$ cat src/rtl/iir_result_checker_fifo.sv
// Golden-sample FIFO: DEPTH x W, head visible combinationally, flush restarts it empty.
module sync_fifo #(
  parameter int DEPTH = 8,
  parameter int W     = 10
) (
  input  logic         clk,
  input  logic         rst_n,
  input  logic         flush,
  input  logic         push,
  input  logic         pop,
  input  logic [W-1:0] din,
  output logic [W-1:0] head,
  output logic         full,
  output logic         empty
);
  localparam int AW = $clog2(DEPTH);

  logic [W-1:0] mem_q [DEPTH];
  logic [W-1:0] mem_d [DEPTH];
  logic [AW:0]  wr_q, wr_d, rd_q, rd_d;

  always_comb begin
    mem_d = mem_q;
    wr_d  = wr_q;
    rd_d  = rd_q;
    if (flush) begin
      // a sample arriving with the flush becomes the new head
      rd_d = '0;
      wr_d = '0;
      if (push) begin
        mem_d[0] = din;
        wr_d     = (AW+1)'(1);
      end
    end else begin
      if (push) begin
        mem_d[wr_q[AW-1:0]] = din;
        wr_d = wr_q + 1'b1;
      end
      if (pop) rd_d = rd_q + 1'b1;
    end
  end

  always_ff @(posedge clk) begin
    if (!rst_n) begin
      wr_q <= '0;
      rd_q <= '0;
    end else begin
      wr_q <= wr_d;
      rd_q <= rd_d;
    end
  end

  always_ff @(posedge clk) mem_q <= mem_d;

  assign head  = mem_q[rd_q[AW-1:0]];
  assign empty = (wr_q == rd_q);
  assign full  = (wr_q[AW] != rd_q[AW]) && (wr_q[AW-1:0] == rd_q[AW-1:0]);
endmodule

$ cat config.mk
export PLATFORM = sky130hd
export DESIGN_NAME = sync_fifo
export DESIGN_NICKNAME = d
export VERILOG_FILES = /design/src/rtl/iir_result_checker_fifo.sv
export SDC_FILE = /design/constraint.sdc
export NUM_CORES = 1
export LEC_CHECK = 0
export ABC_CLOCK_PERIOD_IN_PS = 4700
export CORE_ASPECT_RATIO = 2
export CORE_MARGIN = 5
export CORE_UTILIZATION = 35
export DETAILED_ROUTE_END_ITERATION = 8
export SKIP_CTS_REPAIR_TIMING = 1
export SLEW_MARGIN = 20
export SYNTH_ARGS = -nofsm -noshare
export SYNTH_HDL_FRONTEND = slang
export SYNTH_SLANG_ARGS = --single-unit
export TNS_END_PERCENT = 100
$ cat constraint.sdc
create_clock -name clk -period 4.7 [get_ports clk]
set_input_delay 0.94 -clock clk [delete_from_list [all_inputs] [get_ports clk]]
set_output_delay 0.94 -clock clk [all_outputs]
set_load 0.02 [all_outputs]
==> results of run 1 <==
-- worst register-to-register path, delay by kind of cell (launching register included) --
kind	cells	cell delay (ns)
DFF	1	0.99
buffers and inverters	1	0.27
and+or+nand+nor	2	0.16
xor gates and xnor gates	1	0.16
-- cell families after synthesis --
group                      after synthesis  synth area share
muxes                                   32             0.180
DFF                                     88             0.712
AOI/OAI and AO/OA                        2           0.00348
adders and majority gates                2           0.00695
buffers and inverters                    9            0.0156
and+or+nand+nor                         40            0.0577
xor gates and xnor gates                10            0.0243
-- power groups by stage --
stage               registers [W]  clock network [W]  logic [W]
finish                   0.000872           0.000611   0.000110
global route             0.000873           0.000658   0.000119
detailed placement       0.000889                  0   0.000112
CTS                      0.000872           0.000632   0.000112
global placement         0.000888                  0   0.000110
floorplan                0.000884                  0  0.0000649
-- metal layers --
layer,global-route usage,up-vias,wire [um]
met4,0.0594,0,134
met2,0.201,30,3550
met1,0.137,890,2730
li1,-,810,-
met3,0.0294,9,244
met5,0,-,0
-- flip-flops by register name, summed over array words and instances (netlist names) --
name and flops:
mem_q 80, rd_q 4, wr_q 4
-- Yosys cell counts, types with 3 or more instances --
cell	number	area (sq um)
buf_6	3	33.8
clkbuf_1	5	18.8
dfxtp_1	8	160
edfxtp_1	80	2400
mux2_2	10	113
mux4_1	17	447
mux4_2	3	67.6
nand2_1	3	11.3
nand2b_1	4	25.0
nor2_1	14	52.6
nor2b_1	11	68.8
xnor2_1	5	43.8
xor2_1	5	43.8
-- through the flow --
stage	utilization	power, W	hold WS [ns]
6_report	0.426	0.00159	0.540
5_1_grt	0.426	0.00165	0.583
4_1_cts	0.426	0.00162	0.546
3_5_place_dp	0.401	0.00100	0.531
3_3_place_gp	0.401	0.000998	0.519
2_1_floorplan	-	0.000949	0.498
-- worst max path at each step --
stage             from   endpoint  slack [ns]  cells after the start
6_report       rd_q[2]    head[9]        1.19                      3
5_1_grt        rd_q[2]      empty        1.04                      5
4_1_cts        rd_q[2]    head[9]        1.13                      3
3_5_place_dp   rd_q[2]    head[2]        1.52                      3
3_3_place_gp   rd_q[2]    head[2]        1.52                      3
2_1_floorplan     push  mem_q[40]        2.17                      3
-- area by class of cell --
class | instances | area share
clock inverter | 5 | 0.00611
timing repair buffer | 36 | 0.0780
clock buffer | 9 | 0.0524
multi-input combinational | 86 | 0.228
tap | 135 | 0.0393
sequential | 88 | 0.596
-- layout by cell type (no fill, tap or decap) --
| cell | count |
|---|---|
| ha_1 | 2 |
| nand2b_1 | 4 |
| clkdlybuf4s50_1 | 26 |
| a21oi_1 | 1 |
| mux2i_1 | 2 |
| or3b_2 | 1 |
| nand3b_1 | 1 |
| o21a_1 | 1 |
| dfxtp_1 | 8 |
| clkinv_2 | 2 |
| and2_1 | 1 |
| xnor2_1 | 5 |
| clkinv_1 | 2 |
| mux2_2 | 10 |
| buf_4 | 10 |
| nor3_1 | 2 |
| mux4_1 | 17 |
| edfxtp_1 | 80 |
| xor2_1 | 5 |
| nor2_1 | 14 |
| nor2b_1 | 11 |
| nand2_1 | 3 |
| mux4_2 | 3 |
| nand3_1 | 1 |
| clkbuf_16 | 9 |
| nand4_1 | 2 |
| clkinv_4 | 1 |
==> results.cfg, run 1 <==
[worst_setup_path]
r2r-start = rd_q[2]
cp_num_buf_inv = 1
crit_chain = mux4_2, mux2_2, clkdlybuf4s50_1
cp-end-kind = primary output
r2r_end = rd_q[3]
worstSetupStartpointType = flop
timing.critical_path.max_delay_family = flip-flops
worst-path-max-fanout = 21
cp_data_arrival_time_ns = 2.57
critPathSlowestCell = dfxtp_1
path_class = flop to primary output
critical_path_required_ns = 3.76
rrSetupSlack_ns = 3.00
reg2regPathDepth = 4
cpPeakStageDelay_ns = 0.99

[clocking]
clockRootBuffer = clkbuf_16
insertion_delay_ns = 0.33
cts_tree = yes
cts_buffers = 9
path_clk_slew_ns = 0.06
clockBufferDepth = 2
clock-sinks = 88
htree_levels = 3

[power]
p_int_w = 0.00127
power.leakage_nw = 1.41
pwr-share-clk = 0.384
ir_drop_v = 0.000210
sequentialPowerShare = 0.548
combPwrFrac = 0.069
switching_share = 0.202
switchingPower_w = 0.000322
power.density_nw_per_um2 = 370

[sta]
slew_headroom = 0.323
clock.fmax_mhz = 285
drv_slew = 0
final_hold_viol_count = 0
rsz0062_at_grt = false
max_slew.worst_pin.slew_ns = 1.01
period_minus_slack_ns = 3.51
clock_skew_ns = 0.00363
tns_ns = 0
fin_ws_ns = 1.19
period_share = 0.747
setup_viol = 0

[job]
drv_cap = 0

[yosys]
synth_edf_count = 80
syn_inst = 183
synth_cell_types = 24
synth_seq_area_share = 0.712
avgSynthCellArea_sq_um = 19.7
yosysWarnings = 0
yosys_register_bits = 88
ys_async_sr_fraction = 0
synth-main-ff-cell = edfxtp_1
syn_area_sq_um = 3600
syn_nets = 200

[min_path]
holdCritPathClass = flop to flop
min_to = rd_q[3]
holdCritStartpoint = rd_q[3]
hold_depth = 2

[global_route]
grt_usage = 0.119
first_global_vias = 1934
grt_pass1_wl_um = 10500
antenna_found_initial = 0
grt_max_degree = 22
grt.overflow.total = 0

[place]
place_area_sq_um = 4050
dp_slack_ns = 1.52
hpwl_um = 4200
gp_congestion = 0.701
io_buffers = 26
dp.cells = 345

[die]
core_sq_um = 10100
floorplan.initialDensity = 0.357
rows = 52
die_h_um = 153
ios = 27
die_w_um = 81.7
fp.dieArea_sq_um = 12500

[routing]
num_vias = 1739
drcViolationCount = 0
ant_nets = 0
drt_iter0_markers = 113
first_pass_iters = 6
post_drt_wl_per_cell_um = 18.6
viasPerCell = 4.84
routed_wl_um = 6660

[outcome]
status = finished, final reports clean

[layout]
final_nets = 238
seq_area_sq_um = 2560
fillers = 906
drive_gt1_frac = 0.161
area_delta_synth_final_pct = 19.4
num_antenna_cells = 0
multi_input_comb_area_sq_um = 980
stdcell_area_sq_um = 4300
fin_cells = 359
No activity file was read; power rests on OpenSTA's default activity.
==> run 2, diff against run 1 <==
--- a/config.mk
+++ b/config.mk
@@ -5,7 +5,7 @@
 export SDC_FILE = /design/constraint.sdc
 export NUM_CORES = 1
 export LEC_CHECK = 0
-export ABC_CLOCK_PERIOD_IN_PS = 4700
+export ABC_CLOCK_PERIOD_IN_PS = 3500
 export CORE_ASPECT_RATIO = 2
 export CORE_MARGIN = 5
 export CORE_UTILIZATION = 35
==> constraint.sdc (replaced) <==
create_clock -name clk -period 3.5 [get_ports clk]
set_input_delay 0.7 -clock clk [delete_from_list [all_inputs] [get_ports clk]]
set_output_delay 0.7 -clock clk [all_outputs]
set_load 0.02 [all_outputs]
==> run 2 against run 1 <==
Clock power rose by 100%. Non-clock buffer count is 3 higher. Critical path type unchanged. Die area stayed put. Via count fell by 0.63%. Largest cell class unchanged. Utilization rose by 1.6 points. Flip-flop and latch count unchanged. Critical path depth rose by 1. Worst setup slack got worse by 0.76 ns. Hold slack worse by 0.0041 ns. Sequential share of layout area shrank 2.2 points. Register-to-register slack worse by 1.1 ns.
==> results.cfg, run 2 (synthesized netlist as in run 1, its figures left out) <==
[sta]
period_minus_slack_ns = 3.07
period_share = 0.877
clock_skew_ns = 0.00751
tns_ns = 0
fin_ws_ns = 0.429
max_slew.worst_pin.slew_ns = 0.654
final_hold_viol_count = 0
setup_viol = 0
clock.fmax_mhz = 326
drv_slew = 0
slew_headroom = 0.564
rsz0062_at_grt = false

[clocking]
cts_tree = yes
clockBufferDepth = 2
clock-sinks = 88
path_clk_slew_ns = 0.06
clockRootBuffer = clkbuf_16
insertion_delay_ns = 0.34
htree_levels = 3
cts_buffers = 9

[power]
switching_share = 0.183
power.leakage_nw = 1.49
p_int_w = 0.00208
power_w = 0.00255
combPwrFrac = 0.059
pwr-share-clk = 0.483
ir_drop_v = 0.000333
power.density_nw_per_um2 = 572
switchingPower_w = 0.000466
sequentialPowerShare = 0.458

[global_route]
grt_max_degree = 24
grt_usage = 0.120
grt_use_met2 = 0.200
first_global_vias = 1859
antenna_found_initial = 0
grt_pass1_wl_um = 10600
met3_usage = 0.0277
busiest_layer = met2
use_met1 = 0.142
grt.overflow.total = 0

[die]
floorplan.initialDensity = 0.357
die_w_um = 81.7
die_h_um = 153
core_sq_um = 10100
rows = 52
fp.dieArea_sq_um = 12500
ios = 27

[layout]
area_delta_synth_final_pct = 24.0
layout_common_cells = 80 x edfxtp_1, 26 x clkdlybuf4s50_1, 17 x mux4_1
num_antenna_cells = 0
fillers = 870
regMostFlops = mem_q
final_nets = 241
final_common_cell = edfxtp_1
top_regs = mem_q x80, rd_q x4, wr_q x4
fin_cells = 364
drive_gt1_frac = 0.188
largest_reg_flops = 80

[place]
hpwl_um = 4350
dp_slack_ns = 0.742
gp_congestion = 0.684
dp.cells = 348
io_buffers = 26

[worst_setup_path]
path_class = flop to primary output
worstSetupStartpointType = flop
rrSetupSlack_ns = 1.89
cp-end-kind = primary output
critPathLaunch = rd_q[0]
crit_path_end = head[3]
reg2regPathDepth = 2
r2r-start = wr_q[0]
cp_data_arrival_time_ns = 2.37
r2r_end = mem_q[70]
critical_path_required_ns = 2.80
worst-path-max-fanout = 16

[outcome]
status = finished, final reports clean

[routing]
viasPerCell = 4.75
first_pass_iters = 4
post_drt_wl_per_cell_um = 18.5
ant_nets = 0
num_vias = 1728
routed_wl_um = 6730
drt_iter0_markers = 102
drcViolationCount = 0

[min_path]
holdCritPathClass = flop to flop

[job]
drv_cap = 0
==> run 2: changes by cell type in the layout (fill, tap and decap cells not counted), sizes merged <==
cell and delta:
buf +3, clkinv -3, bufinv +5
==> run 2: how the worst min path moves through the flow <==
stage	startpoint	endpoint	slack [ns]	cells after the start
2_1_floorplan	wr_q[3]	wr_q[3]	0.50	2
3_3_place_gp	wr_q[3]	wr_q[3]	0.52	2
3_5_place_dp	wr_q[3]	wr_q[3]	0.53	2
4_1_cts	wr_q[3]	wr_q[3]	0.55	2
5_1_grt	rd_q[3]	rd_q[3]	0.58	2
6_report	wr_q[3]	wr_q[3]	0.54	2
==> run 2: critical path, stage by stage (launching register included) <==
cell	delay [ns]
dfxtp_1	0.32
buf_4	0.28
mux4_1	0.61
mux2_2	0.28
clkdlybuf4s50_1	0.54
==> run 2: final cells by class <==
| type | count | area [sq um] | area share |
|---|---|---|---|
| clock buffer | 9 | 225 | 0.0505 |
| clock inverter | 7 | 168 | 0.0376 |
| multi-input combinational | 86 | 980 | 0.220 |
| sequential | 88 | 2560 | 0.574 |
| tap | 135 | 169 | 0.0379 |
| timing repair buffer | 39 | 358 | 0.0802 |
==> run 2: metrics by stage <==
step	area (sq um)	util	hold slack (ns)
floorplan	3600	-	0.498
global placement	4070	0.403	0.518
detailed placement	4070	0.403	0.531
CTS	4460	0.442	0.546
global route	4460	0.442	0.582
finish	4460	0.442	0.536
==> run 2: power by group through the flow <==
stage | clock network [W] | registers (W) | logic, W
2_1_floorplan | 0 | 0.00119 | 0.0000871
3_3_place_gp | 0 | 0.00119 | 0.000152
3_5_place_dp | 0 | 0.00119 | 0.000154
4_1_cts | 0.00125 | 0.00117 | 0.000155
5_1_grt | 0.00130 | 0.00117 | 0.000163
6_report | 0.00123 | 0.00117 | 0.000151
==> run 2: per-layer routing <==
layer | routed length, um | vias to the layer above
li1 | - | 815
met1 | 2740 | 874
met2 | 3580 | 29
met4 | 161 | 0
met5 | 0 | -
met3 | 240 | 10
==> run 3, diff against run 2 <==
--- a/config.mk
+++ b/config.mk
@@ -10,6 +10,7 @@
 export CORE_MARGIN = 5
 export CORE_UTILIZATION = 35
 export DETAILED_ROUTE_END_ITERATION = 8
+export REMOVE_ABC_BUFFERS = 1
 export SKIP_CTS_REPAIR_TIMING = 1
 export SLEW_MARGIN = 20
 export SYNTH_ARGS = -nofsm -noshare
==> run 3 against run 2 <==
Combinational power is essentially flat. Die area is the same. Global-route usage shrank 0.69 points. Hold slack lost 0.00051 ns. Critical path depth is the same. Flip-flop and latch count is the same. Wire length shrank 1.9%. Via count grew 0.58%. Critical endpoint unchanged.
==> results.cfg, run 3 (synthesized netlist as in run 1, its figures left out) <==
[sta]
period_minus_slack_ns = 3.05
tns_ns = 0
clock_skew_ns = 0.00752
slew_headroom = 0.474
rsz0062_at_grt = false
setup_viol = 0
period_share = 0.872
drv_slew = 0
final_hold_viol_count = 0
max_slew.worst_pin.slew_ns = 0.788
clock.fmax_mhz = 328

[power]
p_int_w = 0.00179
power.leakage_nw = 1.43
switching_share = 0.201
power.density_nw_per_um2 = 516
switchingPower_w = 0.000451
combPwrFrac = 0.067
sequentialPowerShare = 0.521
pwr-share-clk = 0.412
ir_drop_v = 0.000237

[layout]
largest_reg_flops = 80
final_nets = 239
num_antenna_cells = 0
top_regs = mem_q x80, rd_q x4, wr_q x4
layout_common_cells = 80 x edfxtp_1, 26 x clkdlybuf4s50_1, 17 x mux4_1
fin_cells = 362
area_delta_synth_final_pct = 20.8
drive_gt1_frac = 0.172
regMostFlops = mem_q
final_common_cell = edfxtp_1

[worst_setup_path]
cp-end-kind = primary output
cp_data_arrival_time_ns = 2.35
critPathLaunch = rd_q[0]
r2r_end = mem_q[18]
crit_path_end = head[3]
rrSetupSlack_ns = 1.80
reg2regPathDepth = 3
worst-path-max-fanout = 11
critical_path_required_ns = 2.80
path_class = flop to primary output
r2r-start = wr_q[2]
worstSetupStartpointType = flop

[place]
dp.cells = 346
io_buffers = 26
hpwl_um = 4290
gp_congestion = 0.715

[global_route]
antenna_found_initial = 0
grt_max_degree = 24
grt_usage = 0.113
grt_pass1_wl_um = 10100
first_global_vias = 1845
grt.overflow.total = 0

[die]
floorplan.initialDensity = 0.357
die_h_um = 153
core_sq_um = 10100
fp.dieArea_sq_um = 12500
die_w_um = 81.7
rows = 52
ios = 27

[routing]
post_drt_wl_per_cell_um = 18.2
first_pass_iters = 4
viasPerCell = 4.80
num_vias = 1738
drt_iter0_markers = 102
routed_wl_um = 6600
ant_nets = 0
drcViolationCount = 0

[job]
drv_cap = 0

[min_path]
hold_depth = 2
holdCritPathClass = flop to flop

[clocking]
path_clk_slew_ns = 0.06
clockRootBuffer = clkbuf_16
clockBufferDepth = 2
insertion_delay_ns = 0.33
cts_tree = yes
htree_levels = 3
clock-sinks = 88
cts_buffers = 9

[outcome]
status = finished, final reports clean
[run 3: through the flow]
step / power [W] / area [sq um] / setup slack, ns / utilization / hold WS (ns)
floorplan: 0.00127 / 3540 / 0.918 / - / 0.498
global placement: 0.00134 / 4050 / 0.782 / 0.402 / 0.517
detailed placement: 0.00135 / 4050 / 0.770 / 0.402 / 0.528
CTS: 0.00228 / 4350 / 0.409 / 0.431 / 0.544
global route: 0.00232 / 4350 / 0.390 / 0.431 / 0.582
finish: 0.00224 / 4350 / 0.448 / 0.431 / 0.535
[run 3: how the worst min path moves through the flow]
| stage | start | to | slack (ns) |
|---|---|---|---|
| 5_1_grt | wr_q[3] | wr_q[3] | 0.58 |
| 3_3_place_gp | wr_q[3] | wr_q[3] | 0.52 |
| 2_1_floorplan | wr_q[3] | wr_q[3] | 0.50 |
| 4_1_cts | wr_q[3] | wr_q[3] | 0.54 |
| 3_5_place_dp | rd_q[3] | rd_q[3] | 0.53 |
| 6_report | wr_q[3] | wr_q[3] | 0.54 |
[run 3: critical path: stages, from the launching register on]
cell	delay [ns]
dfxtp_1	0.33
buf_4	0.24
mux4_1	0.63
mux2_2	0.29
clkdlybuf4s50_1	0.54
[run 3: final cells by class]
| type | instances | area [sq um] |
|---|---|---|
| fill | 902 | 5740 |
| sequential | 88 | 2560 |
| multi-input combinational | 86 | 980 |
| timing repair buffer | 37 | 343 |
| clock buffer | 9 | 225 |
| tap | 135 | 169 |
| clock inverter | 7 | 68.8 |
[run 3: power by group through the flow]
stage	Sequential, W	Clock [W]	Combinational [W]
after CTS	0.00117	0.000951	0.000154
after global placement	0.00119	0	0.000152
after floorplan	0.00119	0	0.0000744
after global routing	0.00117	0.000989	0.000163
final	0.00117	0.000925	0.000150
after detailed placement	0.00119	0	0.000153
[run 3: metal layers]
layer | up-vias | wire [um] | track usage
met4 | 0 | 148 | 0.0539
met3 | 8 | 154 | 0.0171
met2 | 24 | 3620 | 0.196
met5 | - | 0 | 0
li1 | 813 | - | -
met1 | 893 | 2670 | 0.133
